--- config.mk ---
export PLATFORM = sky130hd
export DESIGN_NAME = sdram_wrgen
export DESIGN_NICKNAME = d
export VERILOG_FILES = /design/src/rtl/sdram_wrgen.sv
export SDC_FILE = /design/constraint.sdc
export NUM_CORES = 1
export LEC_CHECK = 0
export CAP_MARGIN = 20
export CELL_PAD_IN_SITES_DETAIL_PLACEMENT = 1
export CELL_PAD_IN_SITES_GLOBAL_PLACEMENT = 1
export CORE_MARGIN = 10
export CORE_UTILIZATION = 35
export CTS_BUF_LIST = sky130_fd_sc_hd__clkbuf_8 sky130_fd_sc_hd__clkbuf_16
export DETAILED_ROUTE_END_ITERATION = 8
export PLACE_DENSITY = 0.67
export SYNTH_ARGS = -nofsm -noshare
export SYNTH_HDL_FRONTEND = slang
export SYNTH_SLANG_ARGS = --single-unit
--- constraint.sdc ---
create_clock -name clk_100m -period 5.65 [get_ports clk_100m]
set_input_delay 0.565 -clock clk_100m [delete_from_list [all_inputs] [get_ports clk_100m]]
set_output_delay 0.565 -clock clk_100m [all_outputs]
set_load 0.03 [all_outputs]
--- src/rtl/sdram_wrgen.sv ---
// sdram_wrgen: SDRAM write-pattern generator with read-side address tracking.
//   After a power-up wait it writes one pass of (ADDR_END+1) bursts into the
//   SDRAM write FIFO, one burst per PERIOD-cycle slot. It then follows the
//   controller's read acknowledges until a restart pulse requests a new pass.
// Ports:
//   clk_100m      in   clock
//   rst_n         in   synchronous active-low reset
//   mode[1:0]     in   data source: 0 datain, 1 increment, 2 address tag, 3 PATTERN
//   datain[DW]    in   external data word
//   sdram_rd_ack  in   asynchronous read acknowledge (synchronized internally)
//   restart       in   one-cycle pulse, starts a new write pass from the read state
//   wrf_wrreq     out  write-FIFO write request
//   wrf_din[DW]   out  write-FIFO data
//   moni_addr     out  {burst address, LB'b0}
//   syswr_done    out  write pass complete
//   word_idx[LB]  out  index of the current word within the burst
//   rd_wrap       out  one-cycle pulse when the read address wraps to 0
module sdram_wrgen #(
   parameter int unsigned DW       = 16,
   parameter int unsigned AW       = 19,
   parameter int unsigned BURST    = 8,
   parameter int unsigned ADDR_END = 3,
   parameter int unsigned PERIOD   = 64,
   parameter int unsigned OFFSET   = 5,
   parameter int unsigned DELAY    = 50000,
   parameter logic [DW-1:0] PATTERN = DW'(16'h6211),
   localparam int unsigned LB      = $clog2(BURST)
) (
   input  logic             clk_100m,
   input  logic             rst_n,
   input  logic [1:0]       mode,
   input  logic [DW-1:0]    datain,
   input  logic             sdram_rd_ack,
   input  logic             restart,
   output logic             wrf_wrreq,
   output logic [DW-1:0]    wrf_din,
   output logic [AW+LB-1:0] moni_addr,
   output logic             syswr_done,
   output logic [LB-1:0]    word_idx,
   output logic             rd_wrap
);

   localparam int unsigned SW  = $clog2(PERIOD);
   localparam int unsigned DLW = $clog2(DELAY + 1);

   typedef enum logic [1:0] {
      ST_PWR = 2'd0,
      ST_WR  = 2'd1,
      ST_RD  = 2'd2
   } state_t;

   state_t          r_state;
   state_t          w_state_nxt;

   logic [DLW-1:0]  r_delay;
   logic [SW-1:0]   r_slot;
   logic [AW-1:0]   r_addr;
   logic [DW-1:0]   r_inc;
   logic            r_ack_s1;
   logic            r_ack_s2;
   logic            r_ack_d;
   logic            r_wrreq;
   logic [DW-1:0]   r_din;
   logic [LB-1:0]   r_idx;
   logic            r_done;
   logic            r_wrap;

   logic            w_ack_fall;
   logic            w_addr_last;
   logic [LB-1:0]   w_idx;
   logic [DW-1:0]   w_din;
   logic            w_in_burst;
   logic            w_slot_end;
   logic            w_pass_end;
   logic            w_rd_step;
   logic            w_rd_wrap;
   logic            w_restart;

   // Falling edge of the synchronized read acknowledge
   assign w_ack_fall  = r_ack_d & ~r_ack_s2;
   assign w_addr_last = (r_addr == AW'(ADDR_END));
   assign w_idx       = LB'(r_slot - SW'(OFFSET));

   // Data source for the word sampled on this edge
   always_comb begin
      w_din = PATTERN;
      case (mode)
         2'd0:    w_din = datain;
         2'd1:    w_din = r_inc;
         2'd2:    w_din = DW'({r_addr, w_idx});
         default: w_din = PATTERN;
      endcase
   end

   // State register
   always_ff @(posedge clk_100m) begin
      if (!rst_n) r_state <= ST_PWR;
      else        r_state <= w_state_nxt;
   end

   // Next state and control strobes
   always_comb begin
      w_state_nxt = r_state;
      w_in_burst  = 1'b0;
      w_slot_end  = 1'b0;
      w_pass_end  = 1'b0;
      w_rd_step   = 1'b0;
      w_rd_wrap   = 1'b0;
      w_restart   = 1'b0;
      case (r_state)
         ST_PWR: begin
            if (r_delay == DLW'(DELAY - 1)) w_state_nxt = ST_WR;
         end
         ST_WR: begin
            w_in_burst = (r_slot >= SW'(OFFSET)) && (r_slot < SW'(OFFSET + BURST));
            w_slot_end = (r_slot == SW'(PERIOD - 1));
            if (w_slot_end && w_addr_last) begin
               w_pass_end  = 1'b1;
               w_state_nxt = ST_RD;
            end
         end
         ST_RD: begin
            // restart takes priority over a coincident acknowledge edge
            if (restart) begin
               w_restart   = 1'b1;
               w_state_nxt = ST_WR;
            end else if (w_ack_fall) begin
               w_rd_step = 1'b1;
               w_rd_wrap = w_addr_last;
            end
         end
         default: w_state_nxt = ST_PWR;
      endcase
   end

   // Datapath registers
   always_ff @(posedge clk_100m) begin
      if (!rst_n) begin
         r_delay  <= '0;
         r_slot   <= '0;
         r_addr   <= '0;
         r_inc    <= '0;
         r_ack_s1 <= 1'b0;
         r_ack_s2 <= 1'b0;
         r_ack_d  <= 1'b0;
         r_wrreq  <= 1'b0;
         r_din    <= PATTERN;
         r_idx    <= '0;
         r_done   <= 1'b0;
         r_wrap   <= 1'b0;
      end else begin
         r_ack_s1 <= sdram_rd_ack;
         r_ack_s2 <= r_ack_s1;
         r_ack_d  <= r_ack_s2;
         r_wrap   <= w_rd_wrap;
         r_wrreq  <= w_in_burst;

         if (r_state == ST_PWR) r_delay <= r_delay + DLW'(1);

         // Slot counter only runs during the write pass; power of two wraps naturally
         r_slot <= (r_state == ST_WR) ? r_slot + SW'(1) : '0;

         if (w_in_burst) begin
            r_din <= w_din;
            r_idx <= w_idx;
            if (mode == 2'd1) r_inc <= r_inc + DW'(1);
         end
         if (w_restart) r_inc <= '0;

         if (w_restart || w_pass_end || w_rd_wrap) r_addr <= '0;
         else if (w_slot_end || w_rd_step)          r_addr <= r_addr + AW'(1);

         if (w_pass_end)     r_done <= 1'b1;
         else if (w_restart) r_done <= 1'b0;
      end
   end

   assign wrf_wrreq  = r_wrreq;
   assign wrf_din    = r_din;
   assign moni_addr  = {r_addr, {LB{1'b0}}};
   assign syswr_done = r_done;
   assign word_idx   = r_idx;
   assign rd_wrap    = r_wrap;

endmodule

==> results of run 1 <==
==> metal layers <==
layer,vias to the layer above,GRT usage (%),routed length [um]
li1,1861,-,-
met4,0,5.16,139
met5,-,0,0
met3,12,4.02,575
met1,1909,19.7,6020
met2,78,24.9,6020
==> critical path: stages <==
cell and delay [ns]:
clkdlybuf4s50_1 1.17, and4b_1 0.42, nand4_1 0.21, or3_1 0.37
a21oi_1 0.14
==> synthesized netlist by cell type (all sizes together), types with 3 or more instances <==
library cell	count	area share, %
dfxtp	84	39
xor2	11	2.3
nand4	12	1.8
xnor2	19	3.9
o211a	15	3.5
a21oi	21	2.6
nor3	15	1.8
and2	20	3.0
o21a	4	0.71
nor4b	3	0.91
ha	6	1.8
a21boi	3	0.53
clkbuf	13	1.1
o211ai	6	1.1
or4	4	0.71
o221ai	10	2.1
and4	5	1.0
mux2	5	1.3
inv	8	0.71
nor4	14	2.6
o22ai	3	0.44
nand2b	5	0.73
nand2	46	4.1
or3	10	1.5
and3	10	1.5
a31oi	3	0.44
o31ai	3	0.53
nand3	31	3.8
buf	19	2.5
o21ai	11	1.3
nor2	31	2.8
mux2i	12	2.8
==> flip-flops by register name, summed over array words and instances, names as in the netlist, 2 cells and up <==
name / count
r_delay: 16
r_slot: 6
word_idx: 3
r_inc: 16
r_state: 2
wrf_din: 16
r_addr: 19
==> logic make-up after synthesis <==
logic type                 count (synthesis)  synth area share, %
muxes                                     17                 4.14
xor gates and xnor gates                  30                 6.17
DFF                                       84                 39.5
buffers and inverters                     40                 4.35
adders and majority gates                  6                 1.76
AOI/OAI and AO/OA                         89                 15.2
other                                      1               0.0880
and+or+nand+nor                          218                 28.8
==> layout make-up <==
cell class	instances	area [um2]
clock inverters	3	42.5
multi-input cells	363	2410
fillers	1387	6700
well taps	147	184
repair buffers	64	636
flip-flops and latches	84	1680
clock buffers	13	280
inverters	8	30.0
==> power by group <==
group          internal (mW)  total [mW]  switching (mW)
logic                 0.0233      0.0515          0.0282
registers              0.595       0.597         0.00250
clock network          0.390       0.642           0.252
==> worst max path at each step <==
| stage | start | endpoint | slack (ns) | cells after the start |
|---|---|---|---|---|
| 2_1_floorplan | r_addr[0]$_SDFFE_PP0P_ | r_addr[16]$_SDFFE_PP0P_ | 3.64 | 7 |
| 3_3_place_gp | mode[0] | r_inc[9]$_SDFFE_PP0P_ | 2.81 | 5 |
| 3_5_place_dp | mode[0] | r_inc[11]$_SDFFE_PP0P_ | 2.70 | 5 |
| 4_1_cts | mode[0] | r_inc[13]$_SDFFE_PP0P_ | 3.06 | 5 |
| 5_1_grt | mode[0] | r_inc[13]$_SDFFE_PP0P_ | 2.89 | 5 |
| 6_report | mode[0] | r_inc[9]$_SDFFE_PP0P_ | 3.04 | 5 |
==> stage by stage <==
stage                     power [mW]  hold slack [ns]  util [%]
after floorplan                0.640            0.412         -
final                           1.29            0.450      44.0
after detailed placement       0.662            0.450      41.3
after global routing            1.33            0.467      44.0
after CTS                       1.30            0.467      44.0
after global placement         0.661            0.447      41.3
==> placed cells by master (no fill, tap or decap), drive strengths merged, types with 3 or more instances in the layout <==
cell type,Yosys,routed
dfxtp,84,84
clkdlybuf4s50,0,62
nand2,46,46
nor2,31,31
nand3,31,31
a21oi,21,21
and2,20,20
xnor2,19,19
nor3,15,15
o211a,15,15
nor4,14,14
clkbuf,13,13
nand4,12,12
mux2i,12,12
xor2,11,11
o21ai,11,11
and3,10,10
or3,10,10
o221ai,10,10
inv,8,8
o211ai,6,6
ha,6,6
nand2b,5,5
and4,5,5
mux2,5,5
o21a,4,4
or4,4,4
o22ai,3,3
a31oi,3,3
o31ai,3,3
conb,1,3
nor4b,3,3
a21boi,3,3
==> impl_metrics.yaml, run 1 <==
run_status:
  status: "finished, final reports clean"
synth:
  netlist_area_um2: 4260
  seq_area_frac_synth_pct: 39.5
  synth-main-ff-cell: "dfxtp_1"
  synth_edf_count: 0
  postSynthCellCount: 485
  synth.avg_cell_area_um2: 8.78
  ys_seq_elements: 84
  ys_types: 61
  async_flop_share_pct: 0
  yosys_warnings: 0
min_path:
  hp-class: "register to register"
  hold_depth: 1
  min_from: "r_ack_s1$_SDFF_PN0_"
  worst_hold_path.endpoint: "r_ack_s2$_SDFF_PN0_"
route:
  routedWlPerCell_um: 18.7
  firstDrtPassIters: 4
  drc: 0
  drt.antenna.violating_nets: 0
  vias_per_cell: 5.66
  drt_wl_total_um: 12800
  vias: 3860
  drt_iter0_drc: 203
placed_design:
  dp_cells: 666
  pre_cts_ws_ns: 2.70
  io_buffers: 62
  postPlaceCellArea_um2: 4940
  dp_hpwl_um: 9160
  gp_congestion: 0.811
grt:
  grt_pass1_vias: 3985
  antenna_found_initial: 0
  grt_pass1_wl_um: 21100
  track_usage_pct: 15.5
  grt_start_max_net_pins: 47
  grt.overflow.total: 0
timing:
  slew_viol_final: 0
  slew-limit-headroom_pct: 29.0
  setup_viol: 0
  tightest_slew_ns: 1.06
  fin_ws_ns: 3.04
  fmax_mhz: 384
  skew_ns: 0.0103
  final_hold_viol_count: 0
  period_needed_ns: 2.61
  tns_ns: 0
  rsz0062_at_grt: "false"
  fin_crit_sh_pct: 46.1
floorplan:
  fp.dieH_um: 130
  fp-row-count: 40
  ios: 66
  fp.dieArea_um2: 17000
  die_x_um: 130
  initial_core_util_pct: 35.6
  core_um2: 12000
power:
  vdd.ir_drop.worst_mv: 0.127
  p_per_area_nw_per_um2: 245
  p_leak_nw: 2.01
clock_network:
  postCtsHoldBufs: 0
  cts_root_buf: "clkbuf_16"
  cts_sinks: 84
  htreeDepth: 3
  insertion_delay_ns: 0.35
  clockBufferDepth: 2
  cts_inserted_buffers: 9
  path_clk_slew_ns: 0.06
  post_cts_buffers: 0
  ctsResizeCount: 0
  cts_tree: "built"
final_layout:
  diodes: 0
  fin_cells: 682
  final_area_um2: 5270
  nets: 558
  syn2layout_area_growth_pct: 23.6
  layout-drive-gt1-share_pct: 6.54
worst_setup_path:
  cp-start-kind: "input pin"
  r2r_start: "r_addr[1]$_SDFFE_PP0P_"
  cp_max_fo: 22
  crit_arrival_ns: 2.88
  setup.worst_path.class: "input pin to register"
  critPathCaptureType: "register"
  r2r_slack_ns: 3.17
  cp.required_ns: 5.92
  worst_r2r_endpoint: "r_addr[1]$_SDFFE_PP0P_"
  reg2reg_depth: 6
flow_run:
  cap_violations: 0
Note: power is estimated with default switching activity, not from simulation.
==> run 2: changes to the inputs <==
- clock period: 5.65 -> 2.59 ns (I/O delays scaled with it)
==> impl_metrics.yaml, run 2 (synthesized netlist as in run 1, its figures left out) <==
floorplan:
  core_um2: 12000
  initial_core_util_pct: 35.6
  fp.dieH_um: 130
  fp-row-count: 40
  ios: 66
  fp.dieArea_um2: 17000
  die_x_um: 130
run_status:
  status: "finished, final reports clean"
min_path:
  hp-class: "register to register"
worst_setup_path:
  worstPathCellList: "nand4_1, nor2_1, nand4_1, or4_1, a21oi_1"
  cp_slowest_stage_delay_ns: 0.56
  critPathCaptureType: "register"
  cp.required_ns: 2.86
  critPathSlowestCell: "dfxtp_1"
  crit_arrival_ns: 2.36
  crit_path_frequent_cell: "nand4_1"
  cp_top_family: "simple AND/OR/NAND/NOR gates"
  cp-start-kind: "register"
  setup.worst_path.class: "register to register"
  cp_max_fo: 10
  path_buf_inv: 0
final_layout:
  seq_area_um2: 1680
  multi_input_area_um2: 2400
  postLayoutCoreUtil_pct: 44.7
  diodes: 0
  syn2layout_area_growth_pct: 25.5
  layout-drive-gt1-share_pct: 8.23
  fillers: 1387
  nets: 570
  top_register: "r_addr"
  largest_reg_flops: 19
  layout.cells.most_common: "dfxtp_1"
  fin_cells: 694
  layout_common_cells: "84 x dfxtp_1, 62 x clkdlybuf4s50_1, 46 x nand2_1"
placed_design:
  gp_congestion: 0.807
  pre_cts_ws_ns: 0.346
  dp_cells: 678
  dp_hpwl_um: 9440
  io_buffers: 62
route:
  drc: 0
  routedWlPerCell_um: 18.6
  drt_iter0_drc: 267
  firstDrtPassIters: 4
  drt_wl_total_um: 12900
  drt.antenna.violating_nets: 0
  vias: 3874
  vias_per_cell: 5.58
clock_network:
  cts_inserted_buffers: 9
  clockBufferDepth: 2
  postCtsHoldBufs: 0
  post_cts_buffers: 0
  path_clk_slew_ns: 0.06
  cts_root_buf: "clkbuf_16"
  insertion_delay_ns: 0.34
  cts_tree: "built"
  htreeDepth: 3
  ctsResizeCount: 0
  cts_sinks: 84
timing:
  fin_crit_sh_pct: 80.8
  tightest_slew_ns: 0.572
  tns_ns: 0
  skew_ns: 0.00969
  fmax_mhz: 478
  rsz0062_at_grt: "false"
  fin_ws_ns: 0.497
  slew_viol_final: 0
  setup_viol: 0
  final_hold_viol_count: 0
  slew-limit-headroom_pct: 61.5
  period_needed_ns: 2.09
power:
  p_int_mw: 2.21
  netSwitchingPower_mw: 0.602
  vdd.ir_drop.worst_mv: 0.235
  power_frac_seq_pct: 46.3
  p_leak_nw: 2.07
  p_per_area_nw_per_um2: 527
  switching_share_pct: 21.4
  p_clk_share_pct: 49.6
  comb_power_share_pct: 4.1
grt:
  grtUsageMet1_pct: 19.8
  grt_pass1_vias: 4017
  track_usage_pct: 15.7
  top_usage_layer: "met2"
  met3_usage_pct: 4.18
  grt_start_max_net_pins: 43
  grt.overflow.total: 0
  antenna_found_initial: 0
  grt_pass1_wl_um: 21300
  met2_usage_pct: 25.9
flow_run:
  cap_violations: 0
==> run 2: tightest hold or removal path, cell delays in order, from the launching register on <==
cell and delay, ns:
dfxtp_1 0.31, nand2_1 0.05, a21boi_1 0.05
==> run 2: path summary, 6_finish.rpt <==
check / startpoint / to / slack, ns / cells after the start
worst max-delay path: r_addr[2]$_SDFFE_PP0P_ / r_addr[16]$_SDFFE_PP0P_ / 0.50 / 5
worst min-delay path: word_idx[2]$_SDFFE_PN0P_ / word_idx[2]$_SDFFE_PN0P_ / 0.46 / 2
worst max register to register: r_addr[2]$_SDFFE_PP0P_ / r_addr[16]$_SDFFE_PP0P_ / 0.50 / 5
worst min register to register: word_idx[2]$_SDFFE_PN0P_ / word_idx[2]$_SDFFE_PN0P_ / 0.46 / 2
==> run 2: per-layer routing <==
metal	vias up	share of wire [%]
met5	-	0
met3	12	4.2
met2	69	48
met4	0	0.87
met1	1903	47
li1	1890	-
==> run 2: through the flow <==
stage               power (mW)  hold WS, ns  area (um2)
floorplan                 1.40        0.386        4270
detailed placement        1.45        0.442        5020
finish                    2.82        0.463        5340
global placement          1.45        0.433        5020
CTS                       2.84        0.472        5340
global route              2.92        0.491        5340
==> run 2: final cells by class <==
type	count	area share (%)
Clock inverter	6	1.50
Timing Repair Buffer	76	13.6
Clock buffer	10	4.47
Inverter	8	0.562
Multi-Input combinational cell	363	45.0
Sequential cell	84	31.5
Tap cell	147	3.44
==> run 2: power groups by stage <==
stage          logic, mW  registers, mW  clock network (mW)
2_1_floorplan     0.0657           1.33                   0
3_3_place_gp       0.115           1.33                   0
3_5_place_dp       0.117           1.33                   0
4_1_cts            0.117           1.30                1.42
5_1_grt            0.128           1.30                1.48
6_report           0.117           1.30                1.40
